==> src/rtl/imm11_packer.sv <==
// Narrows 32-bit operand words to the 11-bit ZAFx32 immediate field with a range check.
// The fit flag is stored with each field, results pass through a 2-deep skid buffer,
// and saturating counters track accepted and overflowing words.
module imm11_packer #(
    parameter int IN_W  = 32,
    parameter int OUT_W = 11
) (
    input  logic             clk,
    input  logic             rst_n,
    input  logic             in_valid,
    output logic             in_ready,
    input  logic [0:IN_W-1]  in_data,
    input  logic             in_mode,
    output logic             out_valid,
    input  logic             out_ready,
    output logic [0:OUT_W-1] out_field,
    output logic             out_fits,
    input  logic             clr_stats,
    output logic [0:15]      count_total,
    output logic [0:15]      count_ovf
);

    typedef enum logic [1:0] {
        ST_EMPTY = 2'd0,
        ST_ONE   = 2'd1,
        ST_TWO   = 2'd2
    } state_t;

    // Signed fit: every bit from the MSB down to the field's sign bit agrees.
    function automatic logic fits_signed(input logic [0:IN_W-1] w);
        logic [0:IN_W-OUT_W] hi;
        hi = w[0:IN_W-OUT_W];
        return (&hi) | (~|hi);
    endfunction

    // Unsigned fit: every bit above the field is zero.
    function automatic logic fits_unsigned(input logic [0:IN_W-1] w);
        logic [0:IN_W-OUT_W-1] hi;
        hi = w[0:IN_W-OUT_W-1];
        return ~|hi;
    endfunction

    function automatic logic [15:0] sat_inc(input logic [15:0] c);
        return (c == 16'hFFFF) ? c : c + 16'd1;
    endfunction

    state_t             state_r, state_nxt_s;
    logic [0:OUT_W-1]   or_field_r, or_field_nxt_s;
    logic               or_fits_r, or_fits_nxt_s;
    logic               or_valid_r, or_valid_nxt_s;
    logic [0:OUT_W-1]   sk_field_r, sk_field_nxt_s;
    logic               sk_fits_r, sk_fits_nxt_s;
    logic               sk_valid_r, sk_valid_nxt_s;
    logic [15:0]        total_r, total_nxt_s;
    logic [15:0]        ovf_r, ovf_nxt_s;
    logic               accept_s;
    logic               new_fits_s;
    logic [0:OUT_W-1]   new_field_s;

    // Accept decision and per-word pack/range-check of the incoming word.
    always_comb begin
        accept_s    = in_valid & ~sk_valid_r;
        new_field_s = in_data[IN_W-OUT_W:IN_W-1];
        if (in_mode) begin
            new_fits_s = fits_unsigned(in_data);
        end else begin
            new_fits_s = fits_signed(in_data);
        end
    end

    // Skid-buffer next state: OR/SK contents follow the EMPTY/ONE/TWO occupancy.
    always_comb begin
        state_nxt_s    = state_r;
        or_field_nxt_s = or_field_r;
        or_fits_nxt_s  = or_fits_r;
        sk_field_nxt_s = sk_field_r;
        sk_fits_nxt_s  = sk_fits_r;
        case (state_r)
            ST_EMPTY: begin
                if (accept_s) begin
                    state_nxt_s    = ST_ONE;
                    or_field_nxt_s = new_field_s;
                    or_fits_nxt_s  = new_fits_s;
                end else begin
                    state_nxt_s = ST_EMPTY;
                end
            end
            ST_ONE: begin
                if (accept_s && out_ready) begin
                    or_field_nxt_s = new_field_s;
                    or_fits_nxt_s  = new_fits_s;
                end else if (accept_s) begin
                    state_nxt_s    = ST_TWO;
                    sk_field_nxt_s = new_field_s;
                    sk_fits_nxt_s  = new_fits_s;
                end else if (out_ready) begin
                    state_nxt_s = ST_EMPTY;
                end else begin
                    state_nxt_s = ST_ONE;
                end
            end
            ST_TWO: begin
                if (out_ready) begin
                    state_nxt_s    = ST_ONE;
                    or_field_nxt_s = sk_field_r;
                    or_fits_nxt_s  = sk_fits_r;
                end else begin
                    state_nxt_s = ST_TWO;
                end
            end
            default: begin
                state_nxt_s = ST_EMPTY;
            end
        endcase
        or_valid_nxt_s = (state_nxt_s != ST_EMPTY);
        sk_valid_nxt_s = (state_nxt_s == ST_TWO);
    end

    // Statistics next state: clear wins over a same-cycle accept.
    always_comb begin
        total_nxt_s = total_r;
        ovf_nxt_s   = ovf_r;
        if (clr_stats) begin
            total_nxt_s = 16'd0;
            ovf_nxt_s   = 16'd0;
        end else if (accept_s) begin
            total_nxt_s = sat_inc(total_r);
            if (!new_fits_s) begin
                ovf_nxt_s = sat_inc(ovf_r);
            end else begin
                ovf_nxt_s = ovf_r;
            end
        end else begin
            total_nxt_s = total_r;
            ovf_nxt_s   = ovf_r;
        end
    end

    // State, buffer and counter registers.
    always_ff @(posedge clk or negedge rst_n) begin
        if (!rst_n) begin
            state_r    <= ST_EMPTY;
            or_field_r <= {OUT_W{1'b0}};
            or_fits_r  <= 1'b0;
            or_valid_r <= 1'b0;
            sk_field_r <= {OUT_W{1'b0}};
            sk_fits_r  <= 1'b0;
            sk_valid_r <= 1'b0;
            total_r    <= 16'd0;
            ovf_r      <= 16'd0;
        end else begin
            state_r    <= state_nxt_s;
            or_field_r <= or_field_nxt_s;
            or_fits_r  <= or_fits_nxt_s;
            or_valid_r <= or_valid_nxt_s;
            sk_field_r <= sk_field_nxt_s;
            sk_fits_r  <= sk_fits_nxt_s;
            sk_valid_r <= sk_valid_nxt_s;
            total_r    <= total_nxt_s;
            ovf_r      <= ovf_nxt_s;
        end
    end

    assign in_ready    = ~sk_valid_r;
    assign out_valid   = or_valid_r;
    assign out_field   = or_field_r;
    assign out_fits    = or_fits_r;
    assign count_total = total_r;
    assign count_ovf   = ovf_r;

endmodule

==> config.mk <==
export PLATFORM = sky130hd
export DESIGN_NAME = imm11_packer
export DESIGN_NICKNAME = d
export VERILOG_FILES = /design/src/rtl/imm11_packer.sv
export SDC_FILE = /design/constraint.sdc
export NUM_CORES = 1
export LEC_CHECK = 0
export CORE_UTILIZATION = 50
export CTS_BUF_LIST = sky130_fd_sc_hd__clkbuf_4 sky130_fd_sc_hd__clkbuf_8
export DETAILED_ROUTE_END_ITERATION = 6
export PLACE_DENSITY = 0.82
export SYNTH_ARGS = -nofsm -noshare
export SYNTH_HDL_FRONTEND = slang
export SYNTH_SLANG_ARGS = --single-unit
==> constraint.sdc <==
create_clock -name clk -period 2.5 [get_ports clk]
set_clock_uncertainty 0.2 [all_clocks]
set_input_delay 0.375 -clock clk [delete_from_list [all_inputs] [get_ports clk]]
set_output_delay 0.375 -clock clk [all_outputs]
set_load 0.1 [all_outputs]
==> impl_summary.log <==
INFO  metric initial_core_utilization = 53.0%
INFO  metric max-clock-path-buffers = 2
INFO  metric endpoint_kind = register
INFO  metric chipWidth = 81.9 um
INFO  metric yosys_register_bits = 60
INFO  metric detail_route.vias_per_cell = 5.61
INFO  metric fin_tns_setup = 0 ns
INFO  metric fmax = between 0.4 and 0.5 GHz
INFO  metric number_of_global_route_vias_before_repair = 2539
INFO  metric vdd_drop_max = 1100 uV
INFO  metric power.leakage = approximately 0.0019 uW
INFO  metric synth_top_area_share = 47.0%
INFO  metric share_of_synthesized_flip_flops_with_an_asynchronous_set_or_reset = 100%
INFO  metric site_row_count = 28
INFO  metric numClockSinks = 60
INFO  metric post-route-cell-area = 4270 um^2
INFO  metric result_of_the_run = complete, no violations
INFO  metric tightest_slew = about 0.55 ns
INFO  metric cts.root.buffer_cell = sky130_fd_sc_hd__clkbuf_8
INFO  metric yosysSeqAreaShare = a little under half
INFO  metric worst_hold_path_type = reg -> reg
INFO  metric drt_first_iter_violations = slightly above 200
INFO  metric cts_inserted_buffers = 9
INFO  metric synth.lib_cells_used.distinct = 46
INFO  metric finalMaxSlewViolations = 0
INFO  metric total_power = between 3000 and 4000 uW
INFO  metric floorplan_core_area = 6030 um^2
INFO  metric setup_viol = 0
INFO  metric buffer_ports.inserted = 83
INFO  metric cp_slowest_stage_delay = 0.47 ns
INFO  metric synth_nets = 351
INFO  metric finalHoldViolations = 0
INFO  metric average_cell_area_after_synthesis = 10.3 um^2
INFO  metric worst_path_max_delay_cell = sky130_fd_sc_hd__dfrtp_2
INFO  metric commonest_register_cell_after_synthesis = sky130_fd_sc_hd__dfrtp_1
INFO  metric post_cts_resized = 0
INFO  metric cp.arrival = between 2 and 2.5 ns
INFO  metric p_sw_share = a little over two fifths
INFO  metric multi_input_area = ~1600 um^2
INFO  metric filler_cell_count = 466
INFO  metric post_synth_most_frequent_cells = sky130_fd_sc_hd__dfrtp_1, sky130_fd_sc_hd__nor2_1, sky130_fd_sc_hd__a21oi_1
INFO  metric timing.critical_path.from_type = register
INFO  metric netSwitchingPower = 1650 uW
INFO  metric setup.reg_to_reg.worst_slack = 0.29 ns
INFO  metric rsz0062_at_grt = false
INFO  metric route.detailed.wl_per_inst = 14.8 um
INFO  metric dieHeight = 81.9 um
INFO  metric pin_count = 84
INFO  metric post_synth_main_area_contributors = sky130_fd_sc_hd__dfrtp_1, sky130_fd_sc_hd__a21oi_1, sky130_fd_sc_hd__mux2i_1
INFO  metric htreeDepth = 3
INFO  metric antenna_found_initial = 0
INFO  metric placement.cell_area = 4050 um^2
INFO  metric post-cts-setup-buffer-count = 0
INFO  metric clock_power_share = 24.2%
INFO  metric grt_pass1_wl = 11700 um
INFO  metric finalHoldWorstSlack = 0.312 ns
INFO  metric synth_enable_flop_cells = 0
INFO  metric power_frac_seq = 34.7%
INFO  metric cts_hold_repair.buffers = 1
INFO  metric worst_path_cell_trace = ha_1 > and3_1 > nand4bb_4 > nand4_1 > or4_1 > a21oi_1
INFO  metric clock_insertion_delay_worst_skew = 0.34 ns
INFO  metric vias = between 2k and 3k
INFO  metric grt_usage = 23.3%
INFO  metric n_antenna_cell = 0
INFO  metric flow.area_growth_from_synthesis = 33.7%
INFO  metric intPower = 2160 uW
INFO  metric syn-cell-area = 3200 um^2
INFO  metric yosys.cell_count.top_type = sky130_fd_sc_hd__dfrtp_1
INFO  metric postSynthCellCount = 311
INFO  metric maximum_number_of_pins_on_one_net_before_global_route_repair = a little over 60
INFO  metric slew_headroom = 62.9%
INFO  metric dp.final_hpwl = roughly 5000 um
INFO  metric final_antenna_net_count = 0
INFO  metric utilization = 70.9%
INFO  metric grt_overflow = 0
INFO  metric globalplace.congestion = 0.744
INFO  metric final_net_count = about 440
INFO  metric die-area = 6710 um^2
INFO  metric final.min_clock_period = 2.21 ns
INFO  metric reported_max_cap_violation_count = 0
INFO  metric worst_setup_hold_path_clk_slew = 0.07 ns
INFO  metric cts_tree = done
INFO  metric 1st_pass_router_iterations = 4
INFO  metric largest_area_contributor_in_the_synthesized_netlist = sky130_fd_sc_hd__dfrtp_1
INFO  metric final.period_utilization = 88.5%
INFO  metric drive_gt1_share = 28.5%
INFO  metric p_comb_share = between 40% and 50%
INFO  metric seq_area = about 1500 um^2
INFO  metric drc = 0
INFO  metric path_max_fanout = 7
INFO  metric worst_ep_required_time = around 2.6 ns
INFO  metric power-per-cell-area = 893 nW/um^2
INFO  metric yosysWarningCount = 0
INFO  metric wl = around 7100 um
INFO  metric crit_type = reg -> reg
-- state kept, by name, indices dropped and copies added, names as in the netlist --
register and flops:
sk_valid_r 1, out_valid 1, sk_fits_r 1, state_r 2, out_fits 1, sk_field_r 11
count_total 16, out_field 11, count_ovf 16
-- through the flow --
stage / cells / setup WS [ns]
after floorplan: 311 / 0.0318
final: 482 / 0.287
after global routing: 482 / 0.132
after detailed placement: 465 / -0.0217
after global placement: 465 / 0.00753
after CTS: 482 / 0.290
-- final timing paths --
kind                                           start                        end  cells past startpoint
hold / removal             sk_field_r[8]$_DFFE_PN0P_  sk_field_r[8]$_DFFE_PN0P_                      1
min in group asynchronous                      rst_n   out_field[7]$_DFFE_PN0P_                      3
setup / recovery           count_ovf[15]$_DFFE_PN0P_   count_ovf[3]$_DFFE_PN0P_                      6
max in group asynchronous                      rst_n  count_ovf[14]$_DFFE_PN0P_                      3
hold reg to reg            sk_field_r[8]$_DFFE_PN0P_  sk_field_r[8]$_DFFE_PN0P_                      1
setup reg to reg           count_ovf[15]$_DFFE_PN0P_   count_ovf[3]$_DFFE_PN0P_                      6
-- worst max-delay path: cells and delay by family, from the launching register on --
family                     cells  cell delay (ns)
DFF                            1             0.47
AOI/OAI and AO/OA              1             0.16
and+or+nand+nor                4             1.05
adders and majority gates      1             0.27
-- layout make-up --
class	count	area share (%)
Sequential cell	60	35.5
Clock buffer	14	4.07
Multi-Input combinational cell	231	36.9
Inverter	4	0.351
Timing Repair Buffer	96	20.2
Tap cell	75	2.20
Clock inverter	2	0.820
-- kinds of logic (layout without fill, tap and decap cells) --
logic type,count (synthesis),in the layout,share of synthesized area [%]
AOI/OAI and AO/OA,55,55,10.9
xor gates and xnor gates,12,12,3.29
adders and majority gates,2,2,0.783
buffers and inverters,20,116,3.68
DFF,60,60,47.0
muxes,31,31,10.8
and+or+nand+nor,131,131,23.6
-- metal layers --
metal / up-vias / global-route usage, % / part of all wire (%)
li1: 1329 / - / -
met1: 1298 / 29.2 / 43
met2: 68 / 38.2 / 50
met3: 9 / 7.44 / 5.6
met4: 0 / 6.84 / 1.2
met5: - / 0 / 0
-- layout by cell type (no fill, tap or decap), drive strengths merged, types with 2 or more instances in the layout --
cell type      instances
a211oi                 5
a21o                   2
a21oi                 30
and4                   3
buf                   59
clkbuf                14
clkdlybuf4s50         36
dfrtp                 60
ha                     2
inv                    4
mux2                  16
mux2i                 15
nand2                 16
nand2b                 5
nand3                 12
nand4                 15
nor2                  37
nor2b                  5
nor3                   7
nor4                   9
o21ai                  6
o21ba                  3
o31a                   2
o31ai                  6
or2                    3
or3                    7
or4                    7
xnor2                  9
xor2                   3
-- power groups by stage --
| stage | registers, uW | logic, uW | clock network [uW] |
|---|---|---|---|
| floorplan | 2130 | 362 | 0 |
| global placement | 1330 | 1550 | 0 |
| detailed placement | 1330 | 1580 | 0 |
| CTS | 1320 | 1580 | 940 |
| global route | 1350 | 1640 | 982 |
| finish | 1320 | 1570 | 921 |
(Power assumes the default switching activity.)
